**config.mk**
```make
export PLATFORM = sky130hd
export DESIGN_NAME = dmem_dump_responder
export DESIGN_NICKNAME = d
export VERILOG_FILES = /design/src/rtl/dmem_dump_responder.sv
export SDC_FILE = /design/constraint.sdc
export NUM_CORES = 2
export LEC_CHECK = 0
export CAP_MARGIN = 20
export CORE_UTILIZATION = 50
export CTS_BUF_LIST = sky130_fd_sc_hd__clkbuf_16
export CTS_CLUSTER_DIAMETER = 40
export CTS_CLUSTER_SIZE = 28
export DETAILED_ROUTE_END_ITERATION = 10
export GPL_TIMING_DRIVEN = 1
export PLACE_DENSITY = 0.67
export SLEW_MARGIN = 20
export SYNTH_ARGS = -nofsm -noshare
export SYNTH_HDL_FRONTEND = slang
export SYNTH_SLANG_ARGS = --single-unit
export TNS_END_PERCENT = 100
```
**constraint.sdc**
```tcl
create_clock -name CLOCK_50 -period 6.4 [get_ports CLOCK_50]
set_clock_uncertainty 0.1 [all_clocks]
set_input_delay 1.28 -clock CLOCK_50 [delete_from_list [all_inputs] [get_ports CLOCK_50]]
set_output_delay 1.28 -clock CLOCK_50 [all_outputs]
set_load 0.05 [all_outputs]
```
**src/rtl/dmem_dump_responder.sv**
```systemverilog
// dmem_dump_responder: word-addressed data memory with combinational loads and a
// ready/valid port that streams the whole memory out on a rising edge of dump.
// Optional build macro DMEM_ALIGN_CHECK_EN: misaligned stores are dropped and
// raise the sticky misalign_err flag; without it the low address bits are ignored.
module dmem_dump_responder #(
    parameter int N = 64,
    parameter int DEPTH = 32,
    localparam int AW = $clog2(DEPTH)
) (
    input  logic          CLOCK_50,
    input  logic          reset,
    input  logic [N-1:0]  DM_addr,
    input  logic [N-1:0]  DM_writeData,
    input  logic          DM_writeEnable,
    output logic [N-1:0]  DM_readData,
    input  logic          dump,
    output logic          dump_valid,
    input  logic          dump_ready,
    output logic [AW-1:0] dump_idx,
    output logic [N-1:0]  dump_data,
    output logic          dump_done,
    output logic          misalign_err
);
    typedef enum logic [1:0] {IDLE, DUMP, DONE} state_t;

    state_t        state;
    logic [N-1:0]  mem [DEPTH];
    logic [AW-1:0] idx;
    logic [AW-1:0] snap_idx;
    logic [N-1:0]  snap_data;
    logic          wr_ok;
    logic          dump_prev;
    logic          armed;
    logic          unused_addr;

    assign idx = DM_addr[AW+2:3];
    assign unused_addr = ^{DM_addr[N-1:AW+3], DM_addr[2:0]};

`ifdef DMEM_ALIGN_CHECK_EN
    assign wr_ok = DM_writeEnable && DM_addr[2:0] == 3'b000;

    // Sticky flag: any misaligned store attempt is remembered until reset.
    always_ff @(posedge CLOCK_50 or negedge reset) begin
        if (!reset)
            misalign_err <= 1'b0;
        else if (DM_writeEnable && DM_addr[2:0] != 3'b000)
            misalign_err <= 1'b1;
    end
`else
    assign wr_ok = DM_writeEnable;
    assign misalign_err = 1'b0;
`endif

    assign DM_readData = reset ? mem[idx] : '0;

    // The word about to be presented; a store landing on it at the same edge is
    // forwarded so the snapshot never misses it.
    assign snap_idx = (state == IDLE) ? '0 : dump_idx + 1'b1;
    assign snap_data = (wr_ok && idx == snap_idx) ? DM_writeData : mem[snap_idx];

    // Memory array: cleared by reset, at most one word stored per cycle.
    always_ff @(posedge CLOCK_50 or negedge reset) begin
        if (!reset) begin
            for (int i = 0; i < DEPTH; i++)
                mem[i] <= '0;
        end else if (wr_ok) begin
            mem[idx] <= DM_writeData;
        end
    end

    // Dump FSM; armed blocks a start until dump has been seen low after reset,
    // so a request held across reset release does not launch a dump.
    always_ff @(posedge CLOCK_50 or negedge reset) begin
        if (!reset) begin
            state      <= IDLE;
            dump_prev  <= 1'b0;
            armed      <= 1'b0;
            dump_valid <= 1'b0;
            dump_done  <= 1'b0;
            dump_idx   <= '0;
            dump_data  <= '0;
        end else begin
            dump_prev <= dump;
            armed     <= armed | ~dump;
            case (state)
                IDLE: begin
                    if (dump && !dump_prev && armed) begin
                        state      <= DUMP;
                        dump_valid <= 1'b1;
                        dump_idx   <= snap_idx;
                        dump_data  <= snap_data;
                    end
                end
                DUMP: begin
                    if (dump_ready) begin
                        if (dump_idx == AW'(DEPTH - 1)) begin
                            state      <= DONE;
                            dump_valid <= 1'b0;
                            dump_done  <= 1'b1;
                        end else begin
                            dump_idx  <= snap_idx;
                            dump_data <= snap_data;
                        end
                    end
                end
                DONE: begin
                    if (!dump) begin
                        state     <= IDLE;
                        dump_done <= 1'b0;
                    end
                end
                default: state <= IDLE;
            endcase
        end
    end
endmodule

```
==> summary.md <==
| Metric | Value |
|---|---|
| Largest fanout on the critical path | 15 |
| Top_reg_cell synth | dfrtp_1 |
| Relative slew slack | roughly a fifth |
| Full die area | about 0.23 mm2 |
| Drt total wl | 408.6 mm |
| Seq/Total Area, Yosys | 46.66% |
| DRT iter0 DRCs | 9480 |
| Final min period | approximately 6 ns |
| DRT antenna net count | 0 |
| Fmax | ~170 MHz |
| FFs w/ async S/R, synth | 100.0% |
| Reg-to-reg critical path endpoint | dump_data[25] |
| Fin crit share | a little over nine tenths |
| Number of flops mapped to enable cells by yosys | 0 |
| Worst-Skew Late Latency | around 0.97 ns |
| DR vias | around 86000 |
| Area grow syn2layout | 15.20% |
| Die H | around 480 um |
| Total power | roughly 0.061 W |
| RSZ-0062 raised after global routing | no |
| R2R cell count | 7 |
| Critical path launch point type | primary input |
| Top delay family on crit path | buffers and inverters |
| # clock sinks | 2123 |
| CTS tree | built |
| Avg WL per Cell | approximately 34 um |
| # nets final | between 8000 and 9000 |
| Worst EP required | roughly 5.0 ns |
| PD cells | 465.2 mW/mm2 |
| Hold Vio Cnt, Final | 0 |
| CP Class | in -> out |
| Postcts setup bufs | 0 |
| Most frequent CP cell | buf_4 |
| Post-synthesis mux area share | between 30 and 40% |
| Total GRT Usage | between 30% and 40% |
| Share of layout cells above drive strength 1 | between 40% and 50% |
| Syn avg cell area | approximately 13 um2 |
| Largest cells by area after synthesis | dfrtp_1 47%, mux2_2 22%, mux4_2 11% |
| Biggest area consumer among synthesized cells | dfrtp_1 |
| # fillers | between 15000 and 20000 |
| Initial antenna violation count | 19 |
| Cell Rows | roughly 170 |
| Top cells by count, synth | 2187 x mux2_2, 2123 x dfrtp_1, 570 x mux4_2 |
| Largest family of logic cells by synthesized area | multiplexers |
| Core footprint | between 0.2 and 0.25 mm2 |
| Leakage | approximately 56 nW |
| Synth top area share | 46.66% |
| Status | finished clean |
| Vias per cell | between 7 and 8 |
| Final max-slew violation count | 0 |
| Reg-to-reg slack, setup | roughly 2 ns |
| Area of the multi-input gates | 0.05675 mm2 |
| H-tree levels | 5 |
| Die Wd | 479.2 um |
| Number of global-route vias before repair | about 87000 |
| Total congestion overflow | 0 |
| Post-Syn Nets | approximately 9100 |
| TritonCTS Buffers | 355 |
| Slew at the pin closest to its max-slew limit | 1.207 ns |
| Crit-path cells | clkdlybuf4s50_1, and3_4, buf_4, a22o_1, a221oi_1, a31oi_1, buf_4, buf_4 |
| Adder-cell area share of the yosys netlist | 0.02198% |
| RR Startpoint | dump_idx[0] |
| Maximum VDD drop | about 680 uV |
| Compound-Gate Fraction of Synth Area | 9.982% |
| GP Congestion | roughly 0.83 |
| Max-cap violation count | 0 |
| Unique cell type count in the Yosys netlist | 74 |
| PostCTS Resize Cnt | 0 |
| CTS clk-pin slew, worst paths | 0.06 ns |
| Synthesized instance count | ~9000 |
| Slowest CP cell | clkdlybuf4s50_1 |
| Yosys warning count | 0 |
| IO buf count | 208 |
| Max clock buf depth | 4 |
| Boundary Pins | 269 |
| CP endpoint kind | primary output |
| CTS root buffer | clkbuf_16 |
| Xor and xnor area share after synthesis | less than 1% |
| FF+latch area | between 0.05 and 0.06 mm2 |
| Starting Density | 50.48% |
| WP data arrival | between 4 and 5 ns |
| Global-route wire length before repair | between 500 and 600 mm |
| Seq cells post-synth | about 2100 |
| HP Class | in -> async |
| Worst path max stage delay | ~1 ns |
| Count of final setup violators | 0 |
| Post-route DRC violation count | 0 |
| Pin count of the biggest net entering global routing | about 180 |
| First-pass DRT Iterations | 7 |
| Synth Area in Simple Gates | under 10% |
| CTS Hold Bufs | 0 |
| Post-Syn Area | around 0.11 mm2 |
| Worst Path Buf+Inv | 4 |
| Count leader, synth | mux2_2 |
| Dpl hpwl | roughly 220 mm |
| TNS Setup | 0 ns |
-- worst max-delay path by stage --
stage	startpoint	end	slack, ns	depth (start not counted)
finish	DM_addr[6]	DM_readData[46]	0.38	8
global route	DM_addr[6]	DM_readData[46]	0.40	8
CTS	DM_addr[6]	DM_readData[46]	0.52	8
detailed placement	DM_addr[6]	DM_readData[46]	0.55	8
global placement	DM_addr[6]	DM_readData[46]	0.56	8
floorplan	DM_addr[6]	DM_readData[51]	1.40	8
-- sequential cells by signal, summed over array words and instances (netlist names) --
signal,flops
dump_data,64
dump_prev,1
state,2
mem,2048
dump_done,1
dump_idx,5
armed,1
dump_valid,1
-- area by class of cell --
class | count | share of cell area (%)
diodes | 8 | 0.01526
clock buffers | 362 | 6.907
clock inverters | 275 | 2.293
inverters | 9 | 0.03339
multi-input cells | 5826 | 43.27
flip-flops and latches | 2123 | 40.51
well taps | 2992 | 2.854
repair buffers | 490 | 4.115
-- through the flow --
step | hold slack (ns) | setup slack, ns | area (um2) | instances | util, %
detailed placement | 0.3726 | 0.5498 | 119000 | 11430 | 52.77
global route | 0.1211 | 0.4032 | 131200 | 12080 | 58.15
global placement | 0.3759 | 0.5632 | 119000 | 11430 | 52.77
floorplan | 0.3889 | 1.395 | 113800 | 8955 | -
finish | 0.1179 | 0.3842 | 131200 | 12090 | 58.15
CTS | 0.08830 | 0.5231 | 131100 | 12070 | 58.12
-- report_power, final --
part / switching, W / total, W / internal [W]
registers: 0.00231 / 0.0185 / 0.0162
clock network: 0.00731 / 0.0195 / 0.0122
logic: 0.0137 / 0.0229 / 0.00920
total: 0.0233 / 0.0610 / 0.0377
-- cells by family after synthesis --
family | count (synthesis)
other | 1
muxes | 2896
DFF | 2123
adders and majority gates | 2
AOI/OAI and AO/OA | 1529
and+or+nand+nor | 1393
buffers and inverters | 1006
xor gates and xnor gates | 5
-- placed cells by master, fill, tap and decap left out, drive strengths merged, types with 62 or more instances in the layout --
cell type	n
a21oi	132
a22oi	166
nand2	561
a211oi	65
buf	372
clkbuf	362
o21ai	76
o22ai	365
nand3	185
nor4	62
nor3	64
clkinv	96
dfrtp	2123
o221ai	78
mux4	570
a31oi	77
mux2i	139
and2	77
a221oi	115
mux2	2187
clkdlybuf4s50	118
nor2	409
inv	107
a2bb2oi	127
-- per-layer routing --
metal / share of wire [%] / global-route usage, % / vias up
li1: - / - / 33990
met1: 38 / 46.05 / 44550
met2: 45 / 53.59 / 5575
met3: 10 / 8.325 / 1471
met4: 6.5 / 20.74 / 12
met5: 0.018 / 0 / -
Note: power is estimated with default switching activity, not from simulation.
